File: src/rtl/dec_pkg.sv
// dec_pkg: shared FSM state type and parameter defaults for decoder_2to4_pulse
package dec_pkg;
  typedef enum logic {IDLE, ACTIVE} state_t;
  localparam int PULSE_LEN_DEF = 4;
  localparam int CNT_W_DEF = 8;
endpackage

File: src/rtl/dec_pulse_timer.sv
// dec_pulse_timer: pulse length timer, loads PULSE_LEN and counts down to zero
module dec_pulse_timer #(
  parameter int CNT_W = 8,
  parameter int PULSE_LEN = 4
) (
  input  logic clk,
  input  logic rst,
  input  logic load,
  output logic last
);
  logic [CNT_W-1:0] cnt;
  always_ff @(posedge clk)
    if (rst) cnt <= '0;
    else if (load) cnt <= CNT_W'(PULSE_LEN);
    else if (cnt != '0) cnt <= cnt - CNT_W'(1);
  assign last = cnt == CNT_W'(1);
endmodule

File: src/rtl/decoder_2to4_pulse.sv
// decoder_2to4_pulse: handshaked 2-to-4 one-hot decoder holding each pulse PULSE_LEN cycles
// Optional DEC_STATS_EN adds the dec_cnt handshake counter.
module decoder_2to4_pulse
  import dec_pkg::*;
#(
  parameter int PULSE_LEN = PULSE_LEN_DEF,
  parameter int CNT_W = CNT_W_DEF
) (
  input  logic clk,
  input  logic rst,
  input  logic in_valid,
  output logic in_ready,
  input  logic [1:0] in,
  output logic [3:0] out,
  output logic out_valid
`ifdef DEC_STATS_EN
  ,
  output logic [CNT_W-1:0] dec_cnt
`endif
);
  state_t state, state_n;
  logic hs, last, hold, ov_n;
  logic [3:0] out_n;
  dec_pulse_timer #(.CNT_W(CNT_W), .PULSE_LEN(PULSE_LEN)) u_timer (
    .clk(clk),
    .rst(rst),
    .load(hs),
    .last(last)
  );
  assign in_ready = ~rst & (state == IDLE | last);
  assign hs = in_valid & in_ready;
  assign hold = state == ACTIVE & ~last;
  always_comb begin
    state_n = hs ? ACTIVE : (state == ACTIVE && last) ? IDLE : state;
    out_n = hs ? 4'b0001 << in : hold ? out : 4'b0000;
    ov_n = hs | hold;
  end
  always_ff @(posedge clk)
    if (rst) begin
      state <= IDLE;
      out <= 4'b0000;
      out_valid <= 1'b0;
    end else begin
      state <= state_n;
      out <= out_n;
      out_valid <= ov_n;
    end
`ifdef DEC_STATS_EN
  always_ff @(posedge clk)
    if (rst) dec_cnt <= '0;
    else if (hs) dec_cnt <= dec_cnt + CNT_W'(1);
`endif
endmodule

File: config.mk
export PLATFORM = sky130hd
export DESIGN_NAME = decoder_2to4_pulse
export DESIGN_NICKNAME = d
export VERILOG_FILES = /design/src/rtl/dec_pkg.sv /design/src/rtl/dec_pulse_timer.sv /design/src/rtl/decoder_2to4_pulse.sv
export SDC_FILE = /design/constraint.sdc
export NUM_CORES = 1
export LEC_CHECK = 0
export CAP_MARGIN = 15
export CORE_MARGIN = 2
export CORE_UTILIZATION = 54
export CTS_CLUSTER_DIAMETER = 40
export DETAILED_ROUTE_END_ITERATION = 8
export PLACE_DENSITY = 0.8
export SLEW_MARGIN = 20
export SYNTH_ARGS = -nofsm -noshare
export SYNTH_HDL_FRONTEND = slang
export SYNTH_SLANG_ARGS = --single-unit
File: constraint.sdc
create_clock -name clk -period 4 [get_ports clk]
set_input_delay 0.8 -clock clk [delete_from_list [all_inputs] [get_ports clk]]
set_output_delay 0.8 -clock clk [all_outputs]
set_load 0.02 [all_outputs]
==> results of run 1 <==
==> sequential cells by signal, indices dropped and copies added, names as in the netlist <==
signal and count:
u_timer.cnt 8, state 1, out 4, out_valid 1
==> final timing paths <==
kind,start,endpoint,cells after the start
setup / recovery,u_timer.cnt[2],in_ready,4
hold / removal,out[2],out[2],2
hold reg to reg,out[2],out[2],2
setup reg to reg,u_timer.cnt[2],out_valid,3
==> metal layers <==
metal,wire length (um),up-vias,GRT usage
met2,701,15,0.347
met3,47,4,0.0333
met1,625,289,0.233
met5,0,-,0
li1,-,311,-
met4,29,0,0.129
==> kinds of logic after synthesis <==
family / share of synthesized area
AOI/OAI and AO/OA: 0.213
and+or+nand+nor: 0.216
DFF: 0.397
xor gates and xnor gates: 0.0124
buffers and inverters: 0.0691
muxes: 0.0567
adders and majority gates: 0.0355
==> worst max-delay path, stage by stage, from the launching register on <==
cell and delay, ns:
dfxtp_1 0.37, or4_4 0.58, o31a_1 0.42, nor2_1 0.13
clkdlybuf4s50_1 0.61
==> area by class of cell <==
type	instances	area share
Clock buffer	4	0.0435
Inverter	6	0.0270
Multi-Input combinational cell	56	0.451
Sequential cell	14	0.336
Tap cell	15	0.0225
Timing Repair Buffer	10	0.120
==> cells in the mapped netlist <==
| cell type | count | share of area |
|---|---|---|
| nand2b_1 | 1 | 0.0089 |
| o41ai_1 | 1 | 0.012 |
| a21oi_1 | 7 | 0.050 |
| nor2_1 | 4 | 0.021 |
| clkbuf_1 | 1 | 0.0053 |
| buf_6 | 2 | 0.032 |
| mux2i_1 | 4 | 0.057 |
| or4_1 | 1 | 0.011 |
| a21boi_0 | 1 | 0.011 |
| nor3_1 | 1 | 0.0071 |
| nand3b_1 | 1 | 0.011 |
| nor4_1 | 1 | 0.0089 |
| nand2_1 | 7 | 0.037 |
| inv_1 | 5 | 0.027 |
| o21ai_0 | 2 | 0.014 |
| o21a_1 | 2 | 0.021 |
| nand4_1 | 2 | 0.018 |
| o31a_1 | 1 | 0.012 |
| clkinv_1 | 1 | 0.0053 |
| nand3_1 | 2 | 0.014 |
| nor3b_1 | 1 | 0.011 |
| o311ai_2 | 1 | 0.023 |
| and3_1 | 1 | 0.0089 |
| o31ai_1 | 4 | 0.043 |
| or3_1 | 2 | 0.018 |
| nor2b_1 | 2 | 0.018 |
| a2111oi_0 | 1 | 0.012 |
| dfxtp_1 | 14 | 0.40 |
| xnor2_1 | 1 | 0.012 |
| or2_2 | 1 | 0.0089 |
| or4_4 | 1 | 0.016 |
| a311o_1 | 1 | 0.014 |
| ha_1 | 2 | 0.035 |
==> power by group through the flow <==
stage / Sequential (uW) / Clock [uW] / Combinational (uW)
floorplan: 223 / 0 / 270
global placement: 228 / 0 / 299
detailed placement: 232 / 0 / 305
CTS: 229 / 103 / 305
global route: 236 / 108 / 345
finish: 230 / 103 / 306
==> stage by stage <==
| step | util | total power [uW] | area (sq um) |
|---|---|---|---|
| global placement | 0.637 | 527 | 798 |
| global route | 0.666 | 688 | 835 |
| finish | 0.666 | 639 | 835 |
| detailed placement | 0.637 | 537 | 798 |
| floorplan | - | 493 | 706 |
| CTS | 0.666 | 637 | 835 |
==> out/summary.txt, run 1 <==
n_diodes = 0
switching power = 265 uW
Max Fclk = 313 MHz
Routability Congestion = 0.742
vias in the first global route = 512
max-slew violation count = 0
row count = 13
Longest Clk Path Bufs = 2
sw frac = 0.414
post-DR wirelength/cell = 13.4 um
area of the die = 1610 sq um
# fillers = 87
Register Area = 280 sq um
H-tree lvl count = 1
CTS tree = done
Die X = 40.2 um
critical path class = flop to output port
Clock Latency Late Sink = 0.28 ns
drt drc = 0
setup slack, reg-to-reg = 2.30 ns
post_cts resized = 0
Distinct cells, synth = 33
largest net degree at the start of global routing = 11
GRT Overall Usage = 0.203
hold buffers post-CTS = 0
Clock Power Share = 0.161
final net count = 98
Ys Warns = 0
CP Capture Type = output port
Lkg Pwr = 0.000312 uW
layout cell share with drive strength beyond 1 = 0.0778
Non-Filler Instances = 105
Hold WS = 0.468 ns
sequential share of the synthesized area = 0.397
DP Wirelength = 1050 um
Fin. Hold Viols = 0
critical path arrival = 2.39 ns
initial core utilization = 0.563
Int Pwr = 375 uW
Routed Antenna Nets = 0
period utilization = 0.798
outcome = complete, no violations
setup tns final = 0 ns
Avg Cell Area, Syn = 8.93 sq um
most common cell after layout, fill and taps aside = dfxtp_1
P per Cell Area = 766 nW/um^2
dpl ws = 1.14 ns
DR iter-0 viols = 17
first-pass detailed-route iteration total = 4
RSZ-0062 raised after global routing = no
post-CTS setup buffers = 0
Mapped Nets = 86
Vias per Instance = 5.90
Final WS setup = 0.807 ns
Synth Cell Area = 706 sq um
Seq cells post-synth = 14
first-pass GRT wire length = 2150 um
type of the worst min-delay path = flop to flop
Port Buffers = 10
Area growth syn-to-layout = 18.3%
Peak VDD IR = 0.377 mV
Rel. slew slack = 0.550
clk sinks = 14
Inst Count DP = 101
Seq pwr share = 0.360
Crit path required time = 3.20 ns
CP Max Fanout = 8
max-cap viol count = 0
Clock Skews = 0.00551 ns
commonest non-fill, non-tap cells in the layout = 14 x dfxtp_1, 10 x clkdlybuf4s50_1, 7 x a21oi_1, 7 x nand2_1, 5 x inv_1
crit path launch type = flop
drt total wl = 1400 um
min cycle time layout = 3.19 ns
Root Driver = clkbuf_4
Comb pwr share = 0.479
# setup viols final = 0
Core Area = 1250 sq um
pin slew with the least headroom to its limit = 0.669 ns
area of the multi-input gates = 377 sq um
via count = 619
Synth Instances = 79
GRT overflow = 0
initial antenna violation count = 0
Chip Height = 40.2 um
cts bufs inserted = 3
IO Pins = 11
Clock transition at path regs = 0.09 ns
Power figures use the tool's default switching activity.
==> inputs of run 2 (changes only) <==
- CORE_UTILIZATION: 54 -> 45
- PLACE_DENSITY: 0.8 -> 0.71
- clock period: 4 -> 2.7 ns (I/O delays scaled with it)
==> run 2 against run 1 <==
  * Power rose by 50%
  * Clock power rose by 48%
  * Sequential power rose by 48%
  * Final area rose by 1.8%
  * Worst hold slack improved by 0.0037 ns
  * Critical path depth did not move
==> out/summary.txt, run 2 (synthesis gave the netlist of run 1 again) <==
outcome = complete, no violations
number of flip-flops in the largest register = 8
Crit path required time = 2.16 ns
row count = 14
Clock Skews = 0.0113 ns
commonest non-fill, non-tap cells in the layout = 14 x dfxtp_1, 9 x clkdlybuf4s50_1, 7 x a21oi_1, 7 x nand2_1, 5 x inv_1
Longest Clk Path Bufs = 2
worst hold start = out[2]
post-DR wirelength/cell = 12.8 um
min cycle time layout = 2.50 ns
max-cap viol count = 0
reg2reg end = out_valid
cts bufs inserted = 3
Routed Antenna Nets = 0
initial antenna violation count = 0
Clock Latency Late Sink = 0.28 ns
RR Startpoint = u_timer.cnt[2]
CTS tree = done
CP Capture Type = output port
P per Cell Area = 1130 nW/um^2
Min-Delay Path Depth = 2
# fillers = 124
critical path class = flop to output port
Top Registers = u_timer.cnt: 8 flops, out: 4 flops
crit-path leading delay family = simple AND/OR/NAND/NOR gates
Clock transition at path regs = 0.08 ns
post-layout util = 0.571
vias in the first global route = 560
most common cell after layout, fill and taps aside = dfxtp_1
period utilization = 0.926
max-slew violation count = 0
IO Pins = 11
initial core utilization = 0.474
# setup viols final = 0
Routability Congestion = 0.733
Largest Register = u_timer.cnt
first-pass GRT wire length = 2350 um
largest net degree at the start of global routing = 10
area of the die = 1900 sq um
setup tns final = 0 ns
Peak VDD IR = 0.423 mV
Area growth syn-to-layout = 20.4%
CP bufs+invs = 1
DR iter-0 viols = 13
pin slew with the least headroom to its limit = 0.594 ns
drt drc = 0
Core Area = 1490 sq um
layout cell share with drive strength beyond 1 = 0.0978
worst hold endpoint = out[2]
CP Max Fanout = 8
r2r worst-path depth = 4
Die X = 43.6 um
H-tree lvl count = 1
first-pass detailed-route iteration total = 4
final net count = 100
post-CTS setup buffers = 0
Inst Count DP = 104
n_diodes = 0
drt total wl = 1380 um
CP max stage cell = or4_4
clk sinks = 14
Non-Filler Instances = 108
Lkg Pwr = 0.000324 uW
Chip Height = 43.6 um
Vias per Instance = 5.92
Port Buffers = 10
Root Driver = clkbuf_4
CP peak stage delay = 0.58 ns
GRT overflow = 0
via count = 639
critical path arrival = 1.96 ns
Max Fclk = 400 MHz
GRT Overall Usage = 0.165
Rel. slew slack = 0.601
setup slack, reg-to-reg = 1.00 ns
type of the worst min-delay path = flop to flop
RSZ-0062 raised after global routing = no
Tot Pwr = 957 uW
hold buffers post-CTS = 0
Fin. Hold Viols = 0
crit path launch type = flop
worst-path cell chain = or4_4 -> o31a_1 -> nor2_1 -> dlygate4sd2_1
DP Wirelength = 1040 um
==> run 2: worst max path at each step <==
stage,from,slack [ns],to,cells after the start
global placement,u_timer.cnt[2],0.25,in_ready,4
detailed placement,u_timer.cnt[2],0.23,in_ready,4
floorplan,u_timer.cnt[2],0.49,in_ready,5
finish,u_timer.cnt[2],0.20,in_ready,4
CTS,u_timer.cnt[2],0.19,in_ready,4
global route,u_timer.cnt[2],0.13,in_ready,4
==> run 2: metal layers <==
layer / vias to the layer above / share of wire / global-route usage / routed length (um)
li1: 314 / - / - / -
met1: 302 / 0.47 / 0.217 / 652
met2: 19 / 0.47 / 0.256 / 646
met3: 4 / 0.040 / 0.0250 / 56
met4: 0 / 0.021 / 0.0909 / 29
met5: - / 0 / 0 / 0
==> run 2: repair_timing <==
item / in CTS / in global routing
endpoints found under the hold margin: 0 / 0
setup endpoints to repair: 1 / 0
resized for setup: 1 / 0
==> run 2: power by group <==
group / switching [uW] / internal (uW) / total [uW] / leakage [uW]
sequential: 73.4 / 268 / 341 / 0.000115
clock: 69.9 / 82.1 / 152 / 0.0000210
combinational: 255 / 209 / 464 / 0.000188
total: 398 / 559 / 957 / 0.000324
==> run 2: cell type report <==
cell class              instances  area (sq um)  area share
clock buffers                   4          36.3      0.0427
inverters                       6          22.5      0.0265
multi-input cells              56           377       0.443
flip-flops and latches         14           280       0.330
well taps                      16          20.0      0.0236
repair buffers                 12           114       0.134
==> run 2: metrics by stage <==
stage	area [sq um]	setup slack, ns	hold WS [ns]
3_3_place_gp	815	0.246	0.448
6_report	850	0.200	0.471
4_1_cts	850	0.193	0.473
2_1_floorplan	706	0.488	0.454
5_1_grt	850	0.125	0.518
3_5_place_dp	815	0.229	0.458
==> run 2: worst reg2reg max path, cell delays in order (launching register included) <==
cell     delay [ns]
dfxtp_1        0.37
or4_4          0.59
o31a_1         0.31
buf_4          0.17
o21a_1         0.17
